<file path="src/rtl/pluck_ctrl.sv">
// pluck_ctrl: drives note length, pluck, loop gain and noise alpha for one Karplus-Strong voice.
// Optional soft mute ramp when PLUCK_CTRL_SOFT_DAMP_EN is defined; otherwise mute silences in one sample.
module pluck_ctrl #(
`ifdef PLUCK_CTRL_SOFT_DAMP_EN
    parameter logic [17:0] GAIN_MUTE    = 18'h0_6000,
    parameter logic [17:0] DAMP_STEP    = 18'd64,
`endif
    parameter logic [17:0] GAIN_RING    = 18'h0_7FF0,
    parameter int unsigned PLUCK_MARGIN = 4,
    parameter int unsigned GAP          = 2
) (
    input  logic        audiolrclk,
    input  logic        reset,
    input  logic        trig,
    input  logic [3:0]  note_sel,
    input  logic [1:0]  vel,
    input  logic        mute,
    output logic [8:0]  note_out,
    output logic        pluck,
    output logic [17:0] gain,
    output logic [2:0]  alpha,
    output logic        busy
);

    typedef enum logic [2:0] {IDLE, ARM, PLK, RING, DAMP} state_t;

    localparam logic [9:0] GAP_LAST = 10'(GAP - 1);

    state_t      state_q, state_d;
    logic [9:0]  cnt_q, cnt_d;
    logic [17:0] gain_d;
    logic [8:0]  note_d;
    logic [2:0]  alpha_d;
    logic        pend_q, pend_d;
    logic        arm_go;
    logic [3:0]  req_note;
    logic [1:0]  req_vel;
    logic [9:0]  plen;

    function automatic logic [8:0] note_lut(input logic [3:0] idx);
        case (idx)
            4'd0:    note_lut = 9'd436;
            4'd1:    note_lut = 9'd412;
            4'd2:    note_lut = 9'd389;
            4'd3:    note_lut = 9'd367;
            4'd4:    note_lut = 9'd346;
            4'd5:    note_lut = 9'd327;
            4'd6:    note_lut = 9'd309;
            4'd7:    note_lut = 9'd291;
            4'd8:    note_lut = 9'd275;
            4'd9:    note_lut = 9'd259;
            4'd10:   note_lut = 9'd245;
            4'd11:   note_lut = 9'd231;
            4'd12:   note_lut = 9'd218;
            4'd13:   note_lut = 9'd206;
            4'd14:   note_lut = 9'd194;
            default: note_lut = 9'd183;
        endcase
    endfunction

    // Pluck spans the whole delay line plus margin so the full noise burst gets loaded.
    assign plen = {1'b0, note_out} + 10'(PLUCK_MARGIN);

    always_comb begin
        state_d = state_q;
        cnt_d   = cnt_q;
        gain_d  = gain;
        note_d  = note_out;
        alpha_d = alpha;
        pend_d  = pend_q;
        arm_go  = 1'b0;
        case (state_q)
            IDLE: begin
                gain_d = '0;
                arm_go = pend_q;
            end
            ARM: begin
                if (cnt_q == GAP_LAST) begin
                    state_d = PLK;
                    cnt_d   = '0;
                    gain_d  = GAIN_RING;
                end else begin
                    cnt_d = cnt_q + 10'd1;
                end
            end
            PLK: begin
                if (cnt_q == plen - 10'd1) begin
                    if (pend_q) arm_go = 1'b1;
                    else        state_d = RING;
                end else begin
                    cnt_d = cnt_q + 10'd1;
                end
            end
            RING: begin
                gain_d = GAIN_RING;
                // A trig arriving with mute wins: it becomes pending and re-arms next sample.
                if (pend_q) begin
                    arm_go = 1'b1;
                end else if (mute && !trig) begin
`ifdef PLUCK_CTRL_SOFT_DAMP_EN
                    state_d = DAMP;
`else
                    state_d = IDLE;
                    gain_d  = '0;
`endif
                end
            end
`ifdef PLUCK_CTRL_SOFT_DAMP_EN
            DAMP: begin
                if (pend_q) begin
                    arm_go = 1'b1;
                end else if (gain <= GAIN_MUTE + DAMP_STEP) begin
                    state_d = IDLE;
                    gain_d  = '0;
                end else begin
                    gain_d = gain - DAMP_STEP;
                end
            end
`endif
            default: begin
                state_d = IDLE;
                gain_d  = '0;
            end
        endcase
        if (arm_go) begin
            state_d = ARM;
            cnt_d   = '0;
            note_d  = note_lut(req_note);
            alpha_d = 3'd4 - {1'b0, req_vel};
            pend_d  = 1'b0;
        end
        if (trig) pend_d = 1'b1;
    end

    always_ff @(posedge audiolrclk) begin
        if (reset) begin
            state_q  <= IDLE;
            cnt_q    <= '0;
            gain     <= '0;
            note_out <= 9'd436;
            alpha    <= 3'd4;
            pluck    <= 1'b0;
            busy     <= 1'b0;
            pend_q   <= 1'b0;
            req_note <= '0;
            req_vel  <= '0;
        end else begin
            state_q  <= state_d;
            cnt_q    <= cnt_d;
            gain     <= gain_d;
            note_out <= note_d;
            alpha    <= alpha_d;
            pluck    <= (state_d == PLK);
            busy     <= (state_d != IDLE);
            pend_q   <= pend_d;
            if (trig) begin
                req_note <= note_sel;
                req_vel  <= vel;
            end
        end
    end

endmodule
</file>
<file path="config.mk">
export PLATFORM = sky130hd
export DESIGN_NAME = pluck_ctrl
export DESIGN_NICKNAME = d
export VERILOG_FILES = /design/src/rtl/pluck_ctrl.sv
export SDC_FILE = /design/constraint.sdc
export NUM_CORES = 1
export LEC_CHECK = 0
export CAP_MARGIN = 20
export CORE_AREA = 2 2 85 87
export CTS_CLUSTER_SIZE = 14
export DETAILED_ROUTE_END_ITERATION = 7
export DIE_AREA = 0 0 87 89
export GPL_ROUTABILITY_DRIVEN = 1
export RECOVER_POWER = 25
export SLEW_MARGIN = 30
export SYNTH_ARGS = -nofsm -noshare
export SYNTH_HDL_FRONTEND = slang
export SYNTH_SLANG_ARGS = --single-unit
export TNS_END_PERCENT = 50
</file>
<file path="constraint.sdc">
create_clock -name audiolrclk -period 3.05 [get_ports audiolrclk]
set_input_delay 0.7625 -clock audiolrclk [delete_from_list [all_inputs] [get_ports audiolrclk]]
set_output_delay 0.7625 -clock audiolrclk [all_outputs]
set_load 0.05 [all_outputs]
</file>
### Word level (Yosys, flattened, before mapping)

Memories as Yosys holds them, arrays and structs flattened. A register that Yosys moved wholly into a read port is not among the register bits.
Cells that the tools add are included.

* mux-type cells: 19
* reduce and logical (&&, ||, !) cells: 9
* equality and inequality tests: 8
* bitwise logic cells: 1
* add/sub/neg operators: 4

Operators with widths (number)
* 18-bit one-hot mux with 3 select lines: 1
* 15-bit two-way mux: 2
* 10-bit two-way mux: 2
* 10-bit one-hot mux with 2 select lines: 1
* 18-bit two-way mux: 1
* 3-bit two-way mux: 6
* 3-bit one-hot mux with 4 select lines: 1
* 10-bit by 1-bit adder with 10-bit output, second input constant: 1
* 9-bit by 3-bit adder with 10-bit output, second input constant: 1
* 10-bit by 1-bit equality test with 1-bit output, second input constant: 1
* 10-bit equality test: 1
* 10-bit by 1-bit subtractor with 10-bit output, second input constant: 1
* 3-bit by 2-bit equality test with 1-bit output, second input constant: 3
* 1-bit two-way mux: 4
* 2-bit inequality test, second input constant: 2
* 2-bit AND reduction: 2
* 2-bit nonzero test: 2
* 3-bit by 1-bit equality test with 1-bit output, second input constant: 1
* 3-bit zero test: 1
* 1-bit one-hot mux with 3 select lines: 1
* 3-bit nonzero test: 1
* 3-bit by 2-bit subtractor with 3-bit output, first input constant: 1
* 2-bit OR reduction: 1
* 1-bit logical AND: 1
* 2 further kinds: 2

* output and inout bits: 32
* register bits: 43
* ROM bits: 144
* memories: 1
* word-level logic and storage cells: 51

Memory list
* (no name shown): depth 16, width 9, rd ports 1, clocked after memory_dff 1, wr ports 0, line 41 `case (idx)`

### Logic depth before layout (Yosys ltp)

* depth after elaboration: 7
* mapped depth: 12
* depth with buffers taken out: 9

### Worst setup path after synthesis

No wires, ideal clock.

* path kind: reg2reg
* start: register note_out[0]
* end: register note_out[1]
* clock period less this slack: 2.888 ns
* path buffers: 3
* arrival time: 2.760 ns
* slack: 0.162 ns
* data required time: 2.922 ns
* cell stages (with the launch flop): 12
* cells stage by stage: dfxtp_1 -> inv_1 -> ha_1 -> buf_2 -> o31a_1 -> nor4_2 -> o2111ai_4 -> o41ai_4 -> buf_6 -> buf_12 -> mux2i_1 -> nor2_1

* longest elaborated chain between the ends: 5

RTL lines
* start, declared: line 18 `output logic [8:0] note_out,`
* 9-bit by 3-bit adder with 10-bit output: line 62 `assign plen = {1'b0, note_out} + 10'(PLUCK_MARGIN);`
* 10-bit by 1-bit subtractor with 10-bit output: line 87 `if (cnt_q == plen - 10'd1) begin`
* 10-bit equality test: line 87
* 1-bit two-way mux: line 87
* 1-bit one-hot mux with 3 select lines: line 72 `case (state_q)`

No other way between the ends.
A chain may end at the register's enable or synchronous reset.

### Worst setup path after layout

* start: register note_out[0]
* end: register alpha[2]

* longest elaborated chain between the ends: 5

RTL lines
* 9-bit by 3-bit adder with 10-bit output: line 62
* 10-bit by 1-bit subtractor with 10-bit output: line 87
* 10-bit equality test: line 87
* 1-bit two-way mux: line 87
* 1-bit one-hot mux with 3 select lines: line 72
* end signal, assigned: line 152 `alpha <= alpha_d;`
* end, declared: line 21 `output logic [2:0] alpha,`

No other way between the ends.

==> reports/qor.csv <==
stage,metric,value,unit
run_status,status,finished clean,
synth,ys_types,59,
floorplan,core_area,6719,sq um
clocking,numCtsBuffers,5,
critical_path,r2r_slack,0.28,ns
critical_path,reg2reg_depth,10,
hold_path,hold_end,req_vel[1],
timing,fin_setup_tns,0,ns
floorplan,die_w,87,um
synth,ys_warn_count,0,
global_route,grt_max_degree,23,
clocking,ctsHtreeMaxLevel,2,
cells_and_area,fillers,681,
clocking,clock_path_buffers,2,
drt,drc_errors,0,
power_and_ir_drop,p_leak,1.002,nW
critical_path,crit_fanout,10,
global_route,grt_pass1_wl,8.031,mm
power_and_ir_drop,seqPwrFrac,44.1,%
synth,async_reset_ff_share,0,%
global_route,grt_pass1_vias,1715,
synth,synth_edf_count,0,
placement,portBuffers,34,
power_and_ir_drop,combPwrFrac,17.6,%
critical_path,path_depth,10,
floorplan,ios,42,
synth,synth-main-ff-cell,dfxtp_1,
synth,synth_compound_area_share,21.53,%
clocking,cts_root_buf,clkbuf_8,
synth,syn_area,2307,sq um
critical_path,path_buf_inv,2,
timing,fin_hold_ws,0.5025,ns
timing,worstMarginPinSlew,0.9789,ns
placement,place_congestion,0.7914,
synth,synthMuxAreaShare,6.128,%
cells_and_area,final_area,2714,sq um
cells_and_area,area_delta_synth_final,17.62,%
critical_path,worstReg2RegEnd,alpha[2],
timing,final.setup_skew,0.005000,ns
critical_path,worstPathRequired,3.23,ns
synth,synth.area.top_cells,"dfxtp_1, mux2i_1, buf_4",
placement,hpwl,3.691,mm
timing,final_max_slew_viol_count,0,
floorplan,rows,30,
global_route,track_usage,13.18,%
cells_and_area,drive_gt1_share,8.081,%
power_and_ir_drop,powerDensity,418.4,nW/um^2
critical_path,cp_cell_sequence,inv_1 -> ha_1 -> nor3_1 -> o22ai_1 -> o21ai_0 -> o2111ai_4 -> o41ai_4 -> buf_4 -> and2b_1 -> a211o_1,
critical_path,crit_family,compound AO/OA/AOI/OAI gates,
cells_and_area,finalNetCount,315,
floorplan,start_util,34.34,%
synth,synth-seq-cells,35,
drt,drtAntennaViolNets,0,
critical_path,rr_startpoint,note_out[0],
hold_path,hold_depth,2,
critical_path,worst-setup-path-type,reg2reg,
power_and_ir_drop,ir_worst_vdd,0.1948,mV
clocking,postCtsSetupBuffers,0,
timing,rsz0062_at_grt,false,
power_and_ir_drop,p_sw_share,28.21,%
drt,vias,1968,
clocking,cts-resized-gates,0,
clocking,clock_sinks,35,
flow_run,drv_cap,0,
floorplan,fp.dieH,89,um
global_route,grt.overflow.total,0,
drt,routedWlPerCell,13.06,um
synth,synthAdderAreaFrac,4.881,%
hold_path,hp-start,req_vel[1],
synth,yosysTopAreaCell,dfxtp_1,
timing,finalCriticalPeriod,2.767,ns
synth,synth_area_per_cell,8.390,sq um
cells_and_area,final_cell_mix,"dfxtp_1, nor2_1, clkdlybuf4s50_1",
clocking,cts_tree,yes,
drt,avgViaCountPerCell,5.220,
synth,synth_top_family_by_area,compound AO/OA/AOI/OAI gates,
timing,period_share,90.73,%
synth,yosysSeqAreaShare,30.37,%
critical_path,cp.arrival,2.95,ns
drt,firstDrtPassIters,4,
clocking,clk_pin_slew_worst_paths,0.07,ns
clocking,clock_latency,0.29,ns
global_route,antenna_found_initial,0,
placement,placed_cell_area,2600,sq um
power_and_ir_drop,p_int,0.0008152,W
timing,final-hold-violation-count,0,
clocking,hold_buffers,0,
synth,synthSimpleGateAreaFrac,21.04,%
timing,fmaxAchievable,361.4,MHz
critical_path,cp-start-kind,flop,
critical_path,cp_slowest_cell,dfxtp_1,
synth,synthCells,275,
floorplan,die_area,7743,sq um
timing,slew_headroom,34.74,%
synth,yosys.area.top_type_share,30.37,%
power_and_ir_drop,clkPwrFrac,38.3,%
drt,wl,4.922,mm
drt,drt_iter0_drc,99,
hold_path,hold_path.class,reg2reg,
critical_path,max_stage_delay,0.47,ns
power_and_ir_drop,p_switching,0.0003203,W
cells_and_area,final_common_cell,dfxtp_1,
critical_path,cp-end-kind,flop,
cells_and_area,insertedDiodeCount,0,
timing,setup_viol,0,
synth,synth_xor_area_share,4.935,%
[worst min-delay path: cells and delay by family, from the launching register on]
| kind | cells | cell delay [ns] |
|---|---|---|
| flip-flops | 1 | 0.33 |
| AND/OR/NAND/NOR | 1 | 0.07 |
| multiplexers | 1 | 0.07 |
[kinds of logic (layout without fill, tap and decap cells)]
group | after synthesis | count (layout)
and+or+nand+nor | 94 | 94
AOI/OAI and AO/OA | 66 | 66
buffers and inverters | 43 | 58
DFF | 35 | 35
muxes | 14 | 14
xor gates and xnor gates | 13 | 13
adders and majority gates | 9 | 9
other | 1 | 8
[synthesized netlist by cell type, drive strengths merged, types with 2 or more instances]
cell	instances
a211o	4
a211oi	3
a21oi	19
a22oi	3
a311oi	4
a31oi	2
buf	22
clkbuf	10
dfxtp	35
ha	9
inv	11
mux2i	13
nand2	10
nand2b	2
nand3	8
nand3b	2
nand4	2
nor2	35
nor2b	3
nor3	9
nor3b	5
nor4	3
o21ai	13
o22ai	2
o31a	2
or2	2
or3	6
xnor2	6
xor2	7
[power by group through the flow]
stage	Clock, W	Combinational (W)	Sequential (W)
3_3_place_gp	0	0.000201	0.000511
6_report	0.000434	0.000200	0.000501
3_5_place_dp	0	0.000202	0.000512
4_1_cts	0.000447	0.000203	0.000501
2_1_floorplan	0	0.000144	0.000527
5_1_grt	0.000472	0.000218	0.000505
[state kept, by name, indices dropped and copies added, names as in the netlist]
register / flops
req_vel: 2
alpha: 3
pluck: 1
cnt_q: 10
pend_q: 1
state_q: 3
req_note: 4
busy: 1
note_out: 9
gain: 1
[area by class of cell]
class	instances	area, sq um	area share [%]
Clock buffer	6	82.58	3.043
Multi-Input combinational cell	204	1380	50.85
Timing Repair Buffer	39	374.1	13.79
Inverter	11	41.29	1.521
Sequential cell	35	700.7	25.82
Clock inverter	2	35.03	1.291
Tap cell	80	100.1	3.688
[through the flow]
step	instances	power, W	utilization [%]	setup WS (ns)
floorplan	282	0.0006706	-	0.1624
global placement	369	0.0007128	38.70	0.3926
detailed placement	369	0.0007140	38.70	0.2822
CTS	377	0.001151	40.45	0.2649
global route	377	0.001195	40.39	0.02081
finish	377	0.001136	40.39	0.2829
[layer usage]
| metal | share of wire, % | GRT usage [%] |
|---|---|---|
| met3 | 3.3 | 3.693 |
| met1 | 50 | 17.58 |
| met2 | 46 | 20.40 |
| met5 | 0 | 0 |
| met4 | 0.89 | 4.688 |
[worst max path at each step]
stage,to,start
floorplan,note_out[1],note_out[0]
global placement,alpha[2],note_out[0]
detailed placement,alpha[2],note_out[0]
CTS,alpha[2],note_out[0]
global route,note_out[1],note_out[0]
finish,alpha[2],note_out[0]
Power figures use the tool's default switching activity.
